$ cat config.mk
export PLATFORM = sky130hd
export DESIGN_NAME = tdm_demux4
export DESIGN_NICKNAME = d
export VERILOG_FILES = /design/src/rtl/tdm_demux4.sv
export SDC_FILE = /design/constraint.sdc
export NUM_CORES = 1
export LEC_CHECK = 0
export ABC_CLOCK_PERIOD_IN_PS = 2160
export BUFFER_PORTS_ARGS = -buffer_cell sky130_fd_sc_hd__buf_2
export CAP_MARGIN = 30
export CORE_UTILIZATION = 30
export DETAILED_ROUTE_END_ITERATION = 16
export PLACE_DENSITY_LB_ADDON = 0.12
export SYNTH_ARGS = -nofsm -noshare
export SYNTH_HDL_FRONTEND = slang
export SYNTH_SLANG_ARGS = --single-unit
$ cat constraint.sdc
create_clock -name clk -period 2.16 [get_ports clk]
set_clock_uncertainty 0.15 [all_clocks]
set_input_delay 0.324 -clock clk [delete_from_list [all_inputs] [get_ports clk]]
set_output_delay 0.324 -clock clk [all_outputs]
set_load 0.01 [all_outputs]
$ cat src/rtl/tdm_demux4.sv
// Receive-side 4-slot TDM demultiplexer: locks to the slot-0 start-of-frame marker
// and delivers one complete 4-channel word per frame on out_data.
module tdm_demux4 #(
   parameter int unsigned WIDTH = 1
) (
   input  logic               clk,
   input  logic               rst_n,
   input  logic               in_valid,
   input  logic [WIDTH-1:0]   in_data,
   input  logic               in_sof,
   output logic [4*WIDTH-1:0] out_data,
   output logic               out_valid,
   output logic               frame_err,
   output logic               locked,
   output logic [1:0]         slot
);

   typedef enum logic [0:0] {StHunt, StLock} state_e;

   state_e             state_q, state_d;
   logic [1:0]         slot_q, slot_d;
   logic [WIDTH-1:0]   shadow0_q, shadow0_d;
   logic [WIDTH-1:0]   shadow1_q, shadow1_d;
   logic [WIDTH-1:0]   shadow2_q, shadow2_d;
   logic [4*WIDTH-1:0] out_data_q, out_data_d;
   logic               out_valid_q, out_valid_d;
   logic               frame_err_q, frame_err_d;

   always_comb begin
      state_d     = state_q;
      slot_d      = slot_q;
      shadow0_d   = shadow0_q;
      shadow1_d   = shadow1_q;
      shadow2_d   = shadow2_q;
      out_data_d  = out_data_q;
      out_valid_d = 1'b0;
      frame_err_d = 1'b0;

      if (in_valid) begin
         unique case (state_q)
            StHunt: begin
               if (in_sof) begin
                  shadow0_d = in_data;
                  slot_d    = 2'd1;
                  state_d   = StLock;
               end
            end
            StLock: begin
               if (in_sof) begin
                  // An SOF mid-frame abandons the partial frame and restarts at slot 0.
                  frame_err_d = (slot_q != 2'd0);
                  shadow0_d   = in_data;
                  slot_d      = 2'd1;
               end else if (slot_q == 2'd0) begin
                  frame_err_d = 1'b1;
                  state_d     = StHunt;
                  slot_d      = 2'd0;
               end else if (slot_q == 2'd3) begin
                  out_data_d  = {in_data, shadow2_q, shadow1_q, shadow0_q};
                  out_valid_d = 1'b1;
                  slot_d      = 2'd0;
               end else begin
                  if (slot_q == 2'd1) begin
                     shadow1_d = in_data;
                  end else begin
                     shadow2_d = in_data;
                  end
                  slot_d = slot_q + 2'd1;
               end
            end
            default: state_d = StHunt;
         endcase
      end
   end

   always_ff @(posedge clk or negedge rst_n) begin
      if (!rst_n) begin
         state_q     <= StHunt;
         slot_q      <= 2'd0;
         shadow0_q   <= '0;
         shadow1_q   <= '0;
         shadow2_q   <= '0;
         out_data_q  <= '0;
         out_valid_q <= 1'b0;
         frame_err_q <= 1'b0;
      end else begin
         state_q     <= state_d;
         slot_q      <= slot_d;
         shadow0_q   <= shadow0_d;
         shadow1_q   <= shadow1_d;
         shadow2_q   <= shadow2_d;
         out_data_q  <= out_data_d;
         out_valid_q <= out_valid_d;
         frame_err_q <= frame_err_d;
      end
   end

   assign out_data  = out_data_q;
   assign out_valid = out_valid_q;
   assign frame_err = frame_err_q;
   assign locked    = (state_q == StLock);
   assign slot      = slot_q;

endmodule
==> results.py <==
metrics = {
    "logic_synthesis": {
        "synth-simple-area-share": 0.105,
        "synthTopCellsByArea": "dfrtp_1 (53%), mux2_2 (14%), ha_1 (13%)",
        "syn_inst": 45,
        "synth_top_area_cell": "dfrtp_1",
        "synth_edf_count": 0,
        "synth_fp_nets": 56,
        "synthMuxAreaShare": 0.138,
        "yosysWarnings": 0,
        "synth_flop_cell": "dfrtp_1",
        "ys_async_sr_fraction": 1.00,
        "synth_xor_area_frac": 0,
        "ys_seq_area_frac": 0.526,
        "synth.distinct_cells": 17,
        "synth-adder-area-share": 0.132,
        "synthesis.area_um2": 571,
        "synth_top_family_by_area": "multiplexers",
        "ys_ff_latch": 12,
        "synth_compound_area_frac": 0.0636,
        "postSynthAreaPerCell_um2": 12.7,
        "post-synth-top-area-fraction": 0.526,
    },
    "pwr": {
        "netSwitchingPower_uw": 271,
        "ir_worst_vdd_uv": 417,
        "p_leak_uw": 0.000345,
        "clkPwrFrac": 0.161,
        "swShare": 0.340,
        "p_per_area_nw_per_um2": 1150,
        "pwr-share-comb": 0.375,
        "seqPwrFrac": 0.464,
        "internal_power_uw": 525,
    },
    "worst_hold_path": {
        "holdPathStages": 2,
        "min_path_type": "in -> reg",
    },
    "layout": {
        "final_common_cell": "buf_2",
        "diodes": 0,
        "fillCellCount": 175,
        "mostFrequentLayoutCells": "buf_2 (13), dfrtp_1 (12), mux2_2 (7)",
        "multi_input_area_um2": 250,
        "regArea_um2": 300,
        "fin_nets": 74,
        "area_growth_pct": 21.7,
        "design_area_um2": 694,
        "drive_gt1_frac": 0.410,
    },
    "worst_setup_path": {
        "worstReg2RegEnd": "out_data[0]$_DFFE_PN0P_",
        "worstSetupStartpointType": "register",
        "reg2reg_depth": 6,
        "crit_end": "out_data[0]$_DFFE_PN0P_",
        "startpoint": "slot[0]$_DFFE_PN0P_",
        "timing.rr.start": "slot[0]$_DFFE_PN0P_",
        "crit_required_ns": 2.16,
        "path_max_fanout": 6,
        "cp_slowest_cell": "dfrtp_1",
        "r2r_slack_ns": 0.37,
        "path_class": "reg -> reg",
        "crit_chain": "inv_1, ha_1, inv_1, ha_1, nand4_1, mux2_2",
        "critPathMaxStageDelay_ns": 0.43,
        "cp-end-kind": "register",
        "worstPathArrival_ns": 1.78,
    },
    "clock_network": {
        "path_clk_slew_ns": 0.07,
        "cts_root_buffer": "clkbuf_4",
        "cts.sinks": 12,
        "htree_num_levels": 1,
        "cts_resized": 0,
        "cts-root-to-sink-buffers": 2,
        "clk_latency_ns": 0.26,
        "cts_tree": "built",
        "post_cts_buffers": 0,
        "cts_buffers": 3,
    },
    "run_status": {
        "outcome": "finished clean",
    },
    "timing": {
        "tightest_slew_ns": 0.266,
        "period_share": 0.827,
        "maxSlewViolCount": 0,
        "setup_violations": 0,
        "max_freq_mhz": 560,
        "hold_viol": 0,
        "rsz0062_at_grt": "no",
        "slew_headroom": 0.822,
        "min_period_ns": 1.79,
        "tns_ns": 0,
    },
    "floorplanning": {
        "dieArea_um2": 2080,
        "start_util": 0.327,
        "fp.dieH_um": 45.6,
        "rows": 15,
        "fp.dieW_um": 45.6,
        "io_pins": 14,
        "core_um2": 1750,
    },
    "detailed_routing": {
        "avgViaCountPerCell": 4.55,
        "drt-total-wl_um": 966,
        "drc": 0,
        "vias": 391,
        "drtPass1Iterations": 4,
        "drt_iter0_markers": 12,
        "avgRoutedWirePerCell_um": 11.2,
        "drtAntennaViolNets": 0,
    },
    "grt": {
        "antenna_found_initial": 0,
        "globalRouteOverflowTotal": 0,
        "grt_max_degree": 13,
        "grt_pass1_vias": 360,
        "track_usage": 0.116,
        "grt_pass1_wl_mm": 1.61,
    },
    "placement": {
        "placed_cell_area_um2": 662,
        "hpwlAfterDp_um": 712,
        "place.port_buffers": 13,
        "place.gp.congestion": 0.754,
    },
    "job": {
        "drv_cap": 0,
    },
}
## logic make-up (layout without fill, tap and decap cells)
family,after synthesis,after routing
AO/OA/AOI/OAI,6,6
adder cells (fa/ha/maj),6,6
buffers and inverters,5,21
flip-flops,12,12
multiplexers,7,7
AND/OR/NAND/NOR,9,9
## routing by layer
metal	vias up	wire length (µm)	track usage
li1	193	-	-
met5	-	0	0
met3	0	49	0.0595
met2	12	450	0.163
met1	186	465	0.145
met4	0	0	0.0545
## through the flow
| step | hold slack (ns) | instances | util | power (µW) | worst slack [ns] |
|---|---|---|---|---|---|
| final | 0.145 | 86 | 0.398 | 796 | 0.374 |
| after global placement | 0.0669 | 82 | 0.379 | 667 | 0.391 |
| after CTS | 0.130 | 86 | 0.398 | 807 | 0.371 |
| after detailed placement | 0.0661 | 82 | 0.379 | 670 | 0.381 |
| after floorplan | -0.122 | 45 | - | 563 | 0.438 |
| after global routing | 0.150 | 86 | 0.398 | 871 | 0.245 |
## state kept, by name (all words and copies together), names as in the netlist
register   count
slot           2
out_valid      1
frame_err      1
locked         1
out_data       4
shadow1_q      1
shadow0_q      1
shadow2_q      1
## power by group through the flow
stage,combinational (µW),sequential (µW),clock [µW]
floorplan,166,397,0
global placement,296,372,0
detailed placement,296,374,0
CTS,300,369,138
global route,339,383,149
finish,299,369,128
## critical path, delay by kind of cell, from the launching register on
| family | cells | cell delay, ns |
|---|---|---|
| DFF | 1 | 0.43 |
| buffers and inverters | 2 | 0.15 |
| muxes | 1 | 0.34 |
| and+or+nand+nor | 1 | 0.23 |
| adders and majority gates | 2 | 0.36 |
## cell usage after synthesis, types with 2 or more instances
| cell type | count |
|---|---|
| dfrtp_1 | 12 |
| nor3b_1 | 2 |
| ha_1 | 6 |
| nand2_1 | 2 |
| a21oi_1 | 2 |
| inv_1 | 4 |
| mux2_2 | 7 |
## how the worst min path moves through the flow
stage	from	to	slack, ns
2_1_floorplan	rst_n	frame_err$_DFF_PN0_	-0.12
4_1_cts	in_sof	out_valid$_DFF_PN0_	0.13
3_5_place_dp	rst_n	out_data[2]$_DFFE_PN0P_	0.07
5_1_grt	in_sof	out_valid$_DFF_PN0_	0.15
3_3_place_gp	rst_n	out_data[0]$_DFFE_PN0P_	0.07
6_report	in_sof	out_valid$_DFF_PN0_	0.14
## layout make-up
class                      count  area share
multi-input combinational     28       0.360
clock buffer                   3      0.0324
tap                           25      0.0450
sequential                    12       0.432
inverter                       4      0.0216
timing repair buffer          14       0.108
## what timing repair did
action | 4_1_cts | 5_1_grt
endpoints found under the hold margin | 12 | 0
hold buffers | 1 | 0
endpoints found under the setup margin | 0 | 0
Power figures use the tool's default switching activity.
